===== config.mk =====
export PLATFORM = sky130hd
export DESIGN_NAME = serial4_tx
export DESIGN_NICKNAME = d
export VERILOG_FILES = /design/src/rtl/serial4_tx.sv
export SDC_FILE = /design/constraint.sdc
export NUM_CORES = 1
export LEC_CHECK = 0
export BUFFER_PORTS_ARGS = -buffer_cell sky130_fd_sc_hd__clkbuf_2
export CAP_MARGIN = 10
export CORE_MARGIN = 1.5
export CORE_UTILIZATION = 34
export CTS_BUF_LIST = sky130_fd_sc_hd__clkbuf_16
export CTS_CLUSTER_SIZE = 40
export DETAILED_ROUTE_END_ITERATION = 10
export MAX_ROUTING_LAYER = met4
export SLEW_MARGIN = 30
export SYNTH_ARGS = -nofsm -noshare
export SYNTH_HDL_FRONTEND = slang
export SYNTH_SLANG_ARGS = --single-unit

===== constraint.sdc =====
create_clock -name clk -period 4.3 [get_ports clk]
set_input_delay 0.215 -clock clk [delete_from_list [all_inputs] [get_ports clk]]
set_output_delay 0.215 -clock clk [all_outputs]
set_load 0.02 [all_outputs]

===== src/rtl/serial4_tx.sv =====
// serial4_tx: framed parallel-to-serial transmitter (start, data LSB first, stop).
// Ports: clk, reset (sync, active-high), data/load in, ready/sout/busy/done out.
module serial4_tx #(
   parameter int unsigned WIDTH        = 4,
   parameter int unsigned CLKS_PER_BIT = 4
) (
   input  logic             clk,
   input  logic             reset,
   input  logic [WIDTH-1:0] data,
   input  logic             load,
   output logic             ready,
   output logic             sout,
   output logic             busy,
   output logic             done
);

   localparam int unsigned DIV_W =
      (CLKS_PER_BIT > 1) ? $clog2(CLKS_PER_BIT) : 1;
   localparam int unsigned IDX_W =
      (WIDTH > 1) ? $clog2(WIDTH) : 1;
   localparam logic [DIV_W-1:0] DIV_LAST = DIV_W'(CLKS_PER_BIT - 1);
   localparam logic [IDX_W-1:0] IDX_LAST = IDX_W'(WIDTH - 1);

   typedef enum logic [1:0] {
      S_IDLE,
      S_START,
      S_DATA,
      S_STOP
   } state_e;

   state_e           state_q;
   logic [WIDTH-1:0] shift_q;
   logic [WIDTH-1:0] shift_d;
   logic [IDX_W-1:0] idx_q;
   logic [IDX_W-1:0] idx_d;
   logic [DIV_W-1:0] div_q;
   logic [DIV_W-1:0] div_d;
   logic             tick;
   logic             sout_q;
   logic             ready_q;
   logic             busy_q;
   logic             done_q;

   // tick marks the last clock of the current bit period
   always_comb begin
      tick    = (div_q == DIV_LAST);
      div_d   = tick ? '0 : div_q + DIV_W'(1);
      shift_d = shift_q >> 1;
      idx_d   = idx_q + IDX_W'(1);
   end

   always_ff @(posedge clk) begin
      if (reset) begin
         state_q <= S_IDLE;
         shift_q <= '0;
         idx_q   <= '0;
         div_q   <= '0;
         sout_q  <= 1'b1;
         ready_q <= 1'b1;
         busy_q  <= 1'b0;
         done_q  <= 1'b0;
      end else begin
         done_q <= 1'b0;
         case (state_q)
            S_IDLE: begin
               if (load) begin
                  shift_q <= data;
                  div_q   <= '0;
                  idx_q   <= '0;
                  state_q <= S_START;
                  sout_q  <= 1'b0;
                  ready_q <= 1'b0;
                  busy_q  <= 1'b1;
               end
            end
            S_START: begin
               div_q <= div_d;
               if (tick) begin
                  state_q <= S_DATA;
                  idx_q   <= '0;
                  sout_q  <= shift_q[0];
               end
            end
            S_DATA: begin
               div_q <= div_d;
               if (tick) begin
                  if (idx_q == IDX_LAST) begin
                     state_q <= S_STOP;
                     sout_q  <= 1'b1;
                  end else begin
                     // present the next bit on the same edge that shifts
                     shift_q <= shift_d;
                     idx_q   <= idx_d;
                     sout_q  <= shift_d[0];
                  end
               end
            end
            S_STOP: begin
               div_q <= div_d;
               if (tick) begin
                  state_q <= S_IDLE;
                  ready_q <= 1'b1;
                  busy_q  <= 1'b0;
                  done_q  <= 1'b1;
               end
            end
            default: begin
               state_q <= S_IDLE;
               sout_q  <= 1'b1;
               ready_q <= 1'b1;
               busy_q  <= 1'b0;
            end
         endcase
      end
   end

   assign sout  = sout_q;
   assign ready = ready_q;
   assign busy  = busy_q;
   assign done  = done_q;

endmodule

==> run_results.csv <==
group,metric,value,unit
status,status,"finished, final reports clean",
power_and_ir_drop,p_per_area,614,nW/um2
critical_path,crit_fanout,12,
timing,worst_pin_slew,0.653,ns
critical_path,critPathCaptureType,"register",
floorplanning,die-width,52.4,um
timing,setup_viol,0,
logic_synthesis,synth-seq-cells,14,
timing,grt_setup_unrepaired,"false",
clocking,cts_tree,"yes",
logic_synthesis,synthFlopType,"dfxtp_1",
detailed_routing,drc_errors,0,
global_route,grt_max_degree,18,
placement,portBuffers,10,
logic_synthesis,yosysSeqAreaShare,33.7,%
clocking,numCtsBuffers,3,
detailed_routing,wl,1.65,mm
layout,seqCellArea,280,um2
floorplanning,die_area,2750,um2
floorplanning,io_pins,11,
power_and_ir_drop,power.leakage,0.396,nW
floorplanning,rows,17,
critical_path,path_cells,"inv_1, ha_1, nor2b_1, a2111oi_0, a221o_1",
clocking,clockBufferDepth,2,
critical_path,required,4.43,ns
layout,drive_gt1_share,22.0,%
layout,fin_util,43.1,%
detailed_routing,vias,708,
placement,gp_congestion,0.759,
clocking,postCtsSetupBuffers,0,
logic_synthesis,synth_cell_types,31,
logic_synthesis,synth_area_per_cell,9.23,um2
critical_path,startpoint_type,"register",
logic_synthesis,synth_area,831,um2
global_route,grt-ovfl-total,0,
power_and_ir_drop,peakVddDrop,0.283,mV
layout,fin_nets,117,
detailed_routing,vias_per_cell,5.53,
clocking,root_buffer,"clkbuf_16",
critical_path,arrival,2.08,ns
layout,multiInputGateArea,520,um2
critical_path,crit_path_top_delay_cell,"nor2b_1",
detailed_routing,ant_nets,0,
timing,slew_viol_final,0,
global_route,antenna_found_initial,0,
logic_synthesis,synthCells,90,
clocking,cts_max_level,1,
detailed_routing,drt_pass1_iterations,4,
min_path,holdCritPathClass,"in -> reg",
timing,finalSetupTns,0,ns
clocking,clk_pin_slew_worst_paths,0.05,ns
logic_synthesis,synth_warnings,0,
timing,finalHoldViolations,0,
placement,hpwl,1.19,mm
run,max-cap-violations,0,
timing,post-route-period-util,45.3,%
critical_path,critical_path.max_stage_delay,0.58,ns
layout,diodes,0,
timing,max_freq,513,MHz
layout,fill_cells,235,
floorplanning,core_area,2250,um2
clocking,insertion_delay,0.24,ns
detailed_routing,drtIter0Drc,9,
global_route,grt_pass1_vias,686,
logic_synthesis,synth_fp_nets,105,
timing,finalClockSkew,0.00345,ns
global_route,grtUsageTotal,15.3,%
critical_path,crit_type,"reg -> reg",
global_route,grt_pass1_wl,2.97,mm
clocking,cts_hold_buf,0,
logic_synthesis,synth_edf_count,0,
detailed_routing,wl_per_cell,12.9,um
clocking,cts_resized,0,
clocking,cts.sinks,14,
floorplanning,start_util,36.8,%
logic_synthesis,synthArstFlopShare,0,%
floorplanning,fp.dieH,52.4,um
timing,final.min_clock_period,1.95,ns
layout,area_growth,17.0,%
timing,maxSlewHeadroom,55.4,%
==> per-stage QoR <==
stage	cell area (um2)	setup slack (ns)	std cells	hold slack, ns	power (W)
after floorplan	831	2.57	90	0.320	0.000378
after global placement	897	2.36	125	0.449	0.000420
after detailed placement	897	2.38	125	0.453	0.000423
after CTS	972	2.36	128	0.231	0.000599
after global routing	972	2.16	128	0.242	0.000647
final	972	2.35	128	0.241	0.000597
==> cell families (layout without fill, tap and decap cells) <==
group | count (synthesis) | count (layout) | share of synthesized area (%)
compound gates | 23 | 23 | 19.7
fa+ha+maj | 8 | 8 | 12.0
buf+inv | 6 | 16 | 3.61
flops | 14 | 14 | 33.7
mux | 6 | 6 | 7.83
simple gates | 33 | 33 | 23.0
==> area by class of cell <==
type | count | area share [%]
clock buffer | 3 | 7.72
timing repair buffer | 10 | 5.15
inverter | 3 | 1.16
sequential | 14 | 28.8
multi-input combinational | 70 | 53.5
tap | 28 | 3.60
==> final timing paths <==
path,slack (ns),cells after the start,from,endpoint
max reg2reg,2.35,5,state_q[0],sout
max,2.35,5,state_q[0],sout
min reg2reg,0.46,2,div_q[1],div_q[1]
min,0.24,3,data[3],shift_q[3]
==> synth_stat cells, types with 2 or more instances <==
cell type   n  area, um2
nor4_1      4       25.0
a21oi_1     6       30.0
dfxtp_1    14        280
mux2i_1     2       20.0
or2_2       2       12.5
nand2_1     6       22.5
clkbuf_1    2       7.51
a31oi_1     3       18.8
or3_1       2       12.5
nand2b_1    4       25.0
or2b_1      2       15.0
nor3_1      3       15.0
mux2_2      4       45.0
a2111oi_0   3       26.3
o2bb2ai_1   2       17.5
inv_1       3       11.3
o21ai_0     2       10.0
ha_1        8        100
nor2_1      2       7.51
o21ba_2     2       20.0
nor2b_1     4       25.0
==> power breakdown <==
group / switching [W] / internal [W]
combinational: 0.000127 / 0.000113
sequential: 0.0000212 / 0.000162
clock: 0.0000521 / 0.000122
==> flip-flops by register name (all words and copies together), names as in the netlist <==
name and flops:
idx_q 2, state_q 2, done 1, busy 1, div_q 2, sout 1
ready 1, shift_q 4
==> layer usage <==
| metal | track usage (%) | wire (um) | part of all wire [%] | vias up |
|---|---|---|---|---|
| met3 | 6.00 | 76 | 4.6 | 5 |
| met5 | - | 0 | 0 | - |
| met2 | 20.8 | 687 | 42 | 14 |
| met4 | 6.41 | 27 | 1.6 | 0 |
| met1 | 20.0 | 856 | 52 | 334 |
| li1 | - | - | - | 355 |
==> cells in the final DEF (no fill, tap or decap), types with 3 or more instances in the layout <==
cell type / count
a2111oi_0: 3
a21oi_1: 6
a31oi_1: 3
clkbuf_16: 3
clkbuf_2: 10
dfxtp_1: 14
ha_1: 8
inv_1: 3
mux2_2: 4
nand2_1: 6
nand2b_1: 4
nor2b_1: 4
nor3_1: 3
nor4_1: 4
==> worst max-delay path, delay by kind of cell (launching register included) <==
kind / cells / cell delay, ns
compound gates: 2 / 0.50
fa+ha+maj: 1 / 0.29
buf+inv: 1 / 0.14
flops: 1 / 0.32
simple gates: 1 / 0.58
(Power assumes the default switching activity.)
